$ cat src/rtl/bcd_chain_counter.sv
// rtl/bcd_chain_counter.sv - Chained multi-decade BCD counter with terminal wrap, checked load and optional down count.
// Optional feature macro: BCD_CNT_DOWN_EN (enables dir-controlled decrement/borrow).
module bcd_chain_counter #(
    parameter int                  DIGITS = 4,
    parameter logic [4*DIGITS-1:0] TERM   = (4*DIGITS)'(16'h9675)
) (
    input  logic                  clk,
    input  logic                  rst_n,
    input  logic                  clr,
    input  logic                  ld,
    input  logic [4*DIGITS-1:0]   ld_val,
    input  logic                  ena,
    input  logic                  dir,
    output logic [4*DIGITS-1:0]   q,
    output logic                  wrap,
    output logic                  err
);
    localparam int W = 4 * DIGITS;

    function automatic logic all_bcd(input logic [W-1:0] v);
        logic ok;
        ok = 1'b1;
        for (int i = 0; i < DIGITS; i++) begin
            if (v[4*i +: 4] > 4'd9) ok = 1'b0;
        end
        return ok;
    endfunction

    generate
        if (DIGITS < 1 || DIGITS > 8) begin : g_bad_digits
            $error("bcd_chain_counter: DIGITS out of range 1..8");
        end
        if (!all_bcd(TERM)) begin : g_bad_term
            $error("bcd_chain_counter: TERM contains a non-BCD nibble");
        end
    endgenerate

    logic [W-1:0] q_q, q_d;
    logic         wrap_q, wrap_d;
    logic         err_q, err_d;
    logic [W-1:0] inc_v;
    logic         inc_carry;

    // Ripple carry: each decade rolls 9->0 and passes the carry upward.
    always_comb begin
        inc_v     = q_q;
        inc_carry = 1'b1;
        for (int i = 0; i < DIGITS; i++) begin
            if (inc_carry) begin
                if (q_q[4*i +: 4] == 4'd9) begin
                    inc_v[4*i +: 4] = 4'd0;
                end else begin
                    inc_v[4*i +: 4] = q_q[4*i +: 4] + 4'd1;
                    inc_carry       = 1'b0;
                end
            end
        end
    end

`ifdef BCD_CNT_DOWN_EN
    logic [W-1:0] dec_v;
    logic         dec_borrow;

    always_comb begin
        dec_v      = q_q;
        dec_borrow = 1'b1;
        for (int i = 0; i < DIGITS; i++) begin
            if (dec_borrow) begin
                if (q_q[4*i +: 4] == 4'd0) begin
                    dec_v[4*i +: 4] = 4'd9;
                end else begin
                    dec_v[4*i +: 4] = q_q[4*i +: 4] - 4'd1;
                    dec_borrow      = 1'b0;
                end
            end
        end
    end
`else
    logic unused_dir;
    assign unused_dir = dir;
`endif

    // With all nibbles <= 9, the packed compare equals the decimal magnitude compare.
    always_comb begin
        q_d    = q_q;
        wrap_d = 1'b0;
        err_d  = 1'b0;
        if (clr) begin
            q_d = '0;
        end else if (ld) begin
            if (all_bcd(ld_val) && (ld_val <= TERM)) begin
                q_d = ld_val;
            end else begin
                err_d = 1'b1;
            end
        end else if (ena) begin
`ifdef BCD_CNT_DOWN_EN
            if (dir) begin
                if (q_q == '0) begin
                    q_d    = TERM;
                    wrap_d = 1'b1;
                end else begin
                    q_d = dec_v;
                end
            end else
`endif
            if (q_q == TERM) begin
                q_d    = '0;
                wrap_d = 1'b1;
            end else begin
                q_d = inc_v;
            end
        end
    end

    always_ff @(posedge clk or negedge rst_n) begin
        if (!rst_n) begin
            q_q    <= '0;
            wrap_q <= 1'b0;
            err_q  <= 1'b0;
        end else begin
            q_q    <= q_d;
            wrap_q <= wrap_d;
            err_q  <= err_d;
        end
    end

    assign q    = q_q;
    assign wrap = wrap_q;
    assign err  = err_q;
endmodule

$ cat config.mk
export PLATFORM = sky130hd
export DESIGN_NAME = bcd_chain_counter
export DESIGN_NICKNAME = d
export VERILOG_FILES = /design/src/rtl/bcd_chain_counter.sv
export SDC_FILE = /design/constraint.sdc
export NUM_CORES = 1
export LEC_CHECK = 0
export CAP_MARGIN = 20
export CORE_MARGIN = 5
export CORE_UTILIZATION = 50
export CTS_CLUSTER_DIAMETER = 50
export CTS_CLUSTER_SIZE = 20
export DETAILED_ROUTE_END_ITERATION = 8
export MAX_ROUTING_LAYER = met4
export PLACE_DENSITY = 0.94
export SKIP_LAST_GASP = 1
export SLEW_MARGIN = 25
export SYNTH_ARGS = -nofsm -noshare
export SYNTH_HDL_FRONTEND = slang
export SYNTH_SLANG_ARGS = --single-unit
$ cat constraint.sdc
create_clock -name clk -period 3.3 [get_ports clk]
set_clock_uncertainty 0.1 [all_clocks]
set_input_delay 0.825 -clock clk [delete_from_list [all_inputs] [get_ports clk]]
set_output_delay 0.825 -clock clk [all_outputs]
set_load 0.01 [all_outputs]
==> out/summary.txt, run 1 <==
Status - finished clean
H-tree depth - 1
Layout Nets - 220
Top FF cell, synth - dfrtp_1
Pin count of the biggest net entering global routing - 19
Register area share after synthesis - 34.4%
Register bit total from synthesis - 18
Count of cell types in the netlist - 45
Total power - 0.690 mW
Worst Setup Start Kind - input pin
Post-synth EDFFs - 0
Post-CTS Setup Bufs - 0
Xor and xnor fraction of the mapped netlist area - 1.34%
Hold Path Depth - 2
Port-buffer cells - 38
Final Max Slew Viols - 0
Post-route ant nets - 0
Pwr dens - 387 mW/mm^2
Post-Syn Area - 0.00131 mm^2
Root buffer cell - clkbuf_4
Critical path fanouts, max - 9
Slew margin rel. - 43.0%
Flop2flop setup slack - 0.89 ns
Post-CTS Resized - 0
CP max stage cell - a211oi_2
Warnings from Yosys - 0
Vias/cell - 6.16
Row cnt - 18
Worst path required time - 3.40 ns
Initial DRT Pass Iterations - 4
IO Pins - 40
Adder-cell share of the synthesized area - 5.73%
Post-Syn Nets - 175
Fin area - 0.00178 mm^2
Layout area overhead - 36.1%
Actual slew at the worst max-slew pin - 0.852 ns
Setup tns final - 0 ns
Post-DP HPWL - 3050 um
Largest family of logic cells by synthesized area - simple AND/OR/NAND/NOR gates
RePlAce Congestion - 0.893
Routed WL - 3910 um
MaxCap Viol Count - 0
Die H - 61.2 um
Fin. Hold Viols - 0
Post-synthesis compound-gate area fraction - 24.5%
Placed cell area - 0.00175 mm^2
ANT cells - 0
Layout cell share with drive strength beyond 1 - 11.0%
Multiplexer share of the synthesized area - 6.69%
CP bufs+invs - 1
Number of remaining DRC errors - 0
CTS tree - done
Async SR Flop Fraction - 100%
CTS sink count - 18
# setup viols final - 0
Initial Util - 52.4%
Worst hold start - q[5]
Vias in the first global route - 1,438
Leakage power - 0.740 nW
First-pass GRT wire length - 6490 um
Tmin final - 2.87 ns
CP endpoint kind - register
DIE AREA - 0.00374 mm^2
Dominant delay contributor by cell family on the critical path - compound AO/OA/AOI/OAI gates
VDD IR max - 282 uV
Initial DRC Count - 68
Global Route Usage Sum - 23.9%
WL/cell - 17.7 um
Syn Area/Cell - 8.91 um^2
CP cell instances - clkdlybuf4s50_1 -> a211oi_1 -> a21boi_0 -> a211oi_2 -> o21bai_4 -> nor2_4 -> mux2_4
CP max stage delay - 0.51 ns
Syn Inst Count - 147
Routed via count - 1,362
WHS Endpoint - q[5]
Reg-to-reg endpoint - q[9]
Initial antenna violation count - 0
RSZ-0062 raised after global routing - no
Worst Setup Path Type - in2reg
Max Root-Sink Buffers - 2
Type of the most critical hold path - reg2reg
Grt ovf - 0
Fmax - 349 MHz
CTS Hold Bufs - 0
Clock Latency Late Sink - 0.31 ns
Core ar. - 0.00250 mm^2
Die width - 61.2 um
CTS Buf Count - 3
R2R cell count - 7
Post-synthesis simple-gate area fraction - 25.7%
Tcrit/Tclk final - 86.8%
Crit path DAT - 2.97 ns
Worst-path clk slew - 0.10 ns
FF-to-FF Start - q[4]
[tightest hold or removal path, cell delays in order (launching register included)]
cell     delay (ns)
dfrtp_1        0.42
nand2_1        0.06
o21ai_0        0.07
[per-layer routing]
layer	track usage [%]	share of wire [%]	up-vias
li1	-	-	631
met1	26.3	38	637
met2	39.7	51	72
met3	7.13	7.5	22
met4	10.8	3.7	0
met5	-	0	-
[registers in the layout (all words and copies together), names as in the netlist]
register / flops
q: 16
wrap: 1
err: 1
[power by group]
| part | internal, mW | total (mW) | leakage (nW) | switching [mW] |
|---|---|---|---|---|
| Sequential | 0.250 | 0.294 | 0.235 | 0.0444 |
| Clock | 0.0675 | 0.141 | 0.0210 | 0.0731 |
| Combinational | 0.139 | 0.255 | 0.484 | 0.117 |
[cells in the mapped netlist, drive strengths merged (2+ instances only)]
cell type	number	area [um^2]
o21ai	20	111
dfrtp	18	450
nand2	16	60.1
nor2	13	56.3
a21oi	11	55.1
ha	6	75.1
nand3	6	30.0
nor2b	6	45.0
inv	5	18.8
mux2	5	67.6
a211oi	3	27.5
and3	3	23.8
nor3	3	15.0
nor3b	3	22.5
a2bb2oi	2	17.5
and4b	2	20.0
mux2i	2	20.0
nand3b	2	15.0
o21bai	2	26.3
o31ai	2	15.0
[layout by cell type (no fill, tap or decap), drive strengths merged, types with 3 or more instances in the layout]
cell type       n
mux2            5
ha              6
nor2b           6
nand2          16
o21ai          20
nand3           6
a21oi          11
nor3            3
a211oi          3
dfrtp          18
clkdlybuf4s50  38
nor3b           3
buf             3
and3            3
nor2           13
clkbuf          4
inv             5
[how the worst max path moves through the flow]
stage,start,endpoint,depth (start not counted)
6_report,ld_val[12],q[12],7
5_1_grt,ld_val[12],q[12],7
3_5_place_dp,ld_val[12],q[12],7
2_1_floorplan,ld_val[5],q[9],6
3_3_place_gp,ld_val[12],q[12],7
4_1_cts,ld_val[12],q[12],7
[through the flow]
stage | hold slack (ns) | instances | setup WS, ns | util, %
floorplan | 0.429 | 147 | 0.884 | -
global placement | 0.451 | 217 | 0.280 | 69.9
detailed placement | 0.456 | 217 | 0.141 | 69.9
CTS | 0.482 | 221 | 0.491 | 71.3
global route | 0.534 | 221 | 0.347 | 71.3
finish | 0.481 | 221 | 0.434 | 71.3
[area by class of cell]
type,count,area (um^2)
multi-input cells,123,837
fillers,180,717
flip-flops and latches,18,450
repair buffers,41,403
well taps,30,37.5
clock buffers,4,36.3
inverters,5,18.8
[cells by family after synthesis]
kind of cell	Yosys count
xor gates and xnor gates	2
DFF	18
buffers and inverters	6
AOI/OAI and AO/OA	48
adders and majority gates	6
muxes	7
and+or+nand+nor	60
Note: power is estimated with default switching activity, not from simulation.
==> run 2, diff against run 1 <==
- SETUP_SLACK_MARGIN: not set -> 0.5
==> run 2 against run 1 <==
  * Count of clock-buffer cells in the layout did not move
  * Largest cell class unchanged
  * Non-clock buffer count rose by 1
  * First-iteration DRC count rose by 16%
  * Global-route usage did not move
  * Largest power group unchanged
  * Critical endpoint is now q[9]
  * Utilization rose by 0.30 points
  * Setup slack improved by 0.10 ns
  * Sequential cell count did not move
  * Worst hold slack improved by 0.00069 ns
  * Critical path depth did not move
  * Final cell count rose by 0.45%
  * Combinational power barely moved
==> out/summary.txt, run 2 (same netlist as run 1, synthesis figures left out) <==
Status - finished clean
Number of remaining DRC errors - 0 (unchanged)
Seq. cell area - 450 um^2 (unchanged)
Initial DRT Pass Iterations - 4 (unchanged)
Non-filler cells, final - 222 (+0.45%)
Final Max Slew Viols - 0 (unchanged)
CTS sink count - 18 (unchanged)
Crit path DAT - 2.87 ns (-0.10 ns)
Critical path fanouts, max - 10 (+1)
Clock Latency Late Sink - 0.31 ns (about the same)
Setup tns final - 0 ns (unchanged)
Type of the most critical hold path - reg2reg
MaxCap Viol Count - 0 (unchanged)
Grt ovf - 0 (unchanged)
Layout cell share with drive strength beyond 1 - 11.5% (+0.46 points)
Internal Dissipation - 0.457 mW (+0.19%)
Post-DP HPWL - 3050 um (unchanged)
First-pass GRT wire length - 6490 um (unchanged)
Actual slew at the worst max-slew pin - 0.859 ns (+0.00672 ns)
Layout area overhead - 36.7%
Row cnt - 18 (unchanged)
Routed via count - 1,363 (+0.073%)
Largest register FFs - 16 (unchanged)
Initial Util - 52.4% (unchanged)
Tmin final - 2.76 ns (-0.102 ns)
Leakage power - 0.746 nW (+0.71%)
Post-route ant nets - 0 (unchanged)
Vias in the first global route - 1,438 (unchanged)
Worst path required time - 3.40 ns (about the same)
Placed insts - 217 (unchanged)
Comb power frac - 37.1% (about the same)
# setup viols final - 0 (unchanged)
Fill count - 180 (unchanged)
Worst Setup Start Kind - input pin
Highest-count cells in the layout ignoring fill and taps - clkdlybuf4s50_1 (38), o21ai_0 (18), dfrtp_1 (18)
Register share of total power - 42.6% (about the same)
Routed WL - 3970 um (+1.6%)
CP endpoint kind - register
Slew margin rel. - 42.6% (-0.45 points)
CTS Hold Bufs - 0 (unchanged)
Die width - 61.2 um (unchanged)
Clk pwr share - 20.3% (about the same)
Fmax - 362 MHz (+3.7%)
Multi-input logic area - 837 um^2 (unchanged)
Worst Setup Path Type - in2reg
RSZ-0062 raised after global routing - no
DIE AREA - 0.00374 mm^2 (unchanged)
Global Route Usage Sum - 23.9% (unchanged)
Net Switching - 0.235 mW (+0.43%)
Tcrit/Tclk final - 83.8% (-3.1 points)
Core ar. - 0.00250 mm^2 (unchanged)
ANT cells - 0 (unchanged)
RePlAce Congestion - 0.893 (unchanged)
Max Root-Sink Buffers - 2 (unchanged)
Root buffer cell - clkbuf_4
Initial DRC Count - 79 (+16%)
H-tree depth - 1 (unchanged)
Post-CTS Resized - 0 (unchanged)
Fin. Hold Viols - 0 (unchanged)
VDD IR max - 282 uV (about the same)
WL/cell - 17.9 um (+1.2%)
Layout Nets - 221 (+0.45%)
IO Pins - 40 (unchanged)
Worst-path clk slew - 0.10 ns (about the same)
CTS tree - done
Most common cell after layout, fill and taps aside - clkdlybuf4s50_1
Initial antenna violation count - 0 (unchanged)
Switching Share - 34.0% (+0.055 points)
Pwr dens - 386 mW/mm^2 (-0.15%)
Pin count of the biggest net entering global routing - 19 (unchanged)
CTS Buf Count - 3 (unchanged)
Die H - 61.2 um (unchanged)
Vias/cell - 6.14 (-0.38%)
Port-buffer cells - 38 (unchanged)
[run 2: worst max-delay path: stages]
cell and delay, ns:
clkdlybuf4s50_1 0.49, and3_1 0.20, and3_1 0.20, a311o_2 0.43, o21ai_4 0.31, nor2b_4 0.10
mux2_4 0.31
[run 2: repair_timing]
item | 4_1_cts | 5_1_grt
pin swaps | 1 | 1
setup buffers | 0 | 1
setup endpoints to repair | 2 | 3
[run 2: area by class of cell]
| class | instances | area share (%) |
|---|---|---|
| multi-input combinational | 123 | 46.8 |
| sequential | 18 | 25.2 |
| timing repair buffer | 42 | 22.9 |
| tap | 30 | 2.10 |
| clock buffer | 4 | 2.03 |
| inverter | 5 | 1.05 |
[run 2: worst paths after layout]
kind	startpoint	endpoint	slack, ns	depth (start not counted)
worst min register to register	q[5]	q[5]	0.48	2
min in group asynchronous	rst_n	err	0.90	1
worst min-delay path	q[5]	q[5]	0.48	2
worst max-delay path	ld_val[9]	q[9]	0.54	7
worst max register to register	q[4]	q[9]	0.88	7
max in group asynchronous	rst_n	q[9]	1.68	1
[run 2: through the flow]
step           util [%]  setup WS, ns  hold slack (ns)  power [mW]  instance area, um^2
6_report           71.6         0.536            0.482       0.692                 1790
2_1_floorplan         -         0.884            0.429       0.416                 1310
4_1_cts            71.3         0.515            0.482       0.693                 1780
5_1_grt            71.6         0.506            0.534       0.734                 1790
3_3_place_gp       69.9         0.280            0.451       0.537                 1750
3_5_place_dp       69.9         0.141            0.456       0.551                 1750
[run 2: metal layers]
metal / part of all wire, % / vias up / routed length (um) / track usage [%]
met2: 52 / 75 / 2050 / 39.7
met4: 3.2 / 0 / 125 / 10.8
met1: 38 / 638 / 1500 / 26.3
met5: 0 / - / 0 / -
li1: - / 632 / - / -
met3: 7.4 / 18 / 293 / 7.13
[run 2: power by group through the flow]
| stage | clock network (mW) | registers (mW) | logic (mW) |
|---|---|---|---|
| finish | 0.141 | 0.295 | 0.256 |
| global route | 0.157 | 0.300 | 0.277 |
| CTS | 0.145 | 0.293 | 0.255 |
| detailed placement | 0 | 0.297 | 0.254 |
| global placement | 0 | 0.294 | 0.243 |
| floorplan | 0 | 0.303 | 0.113 |
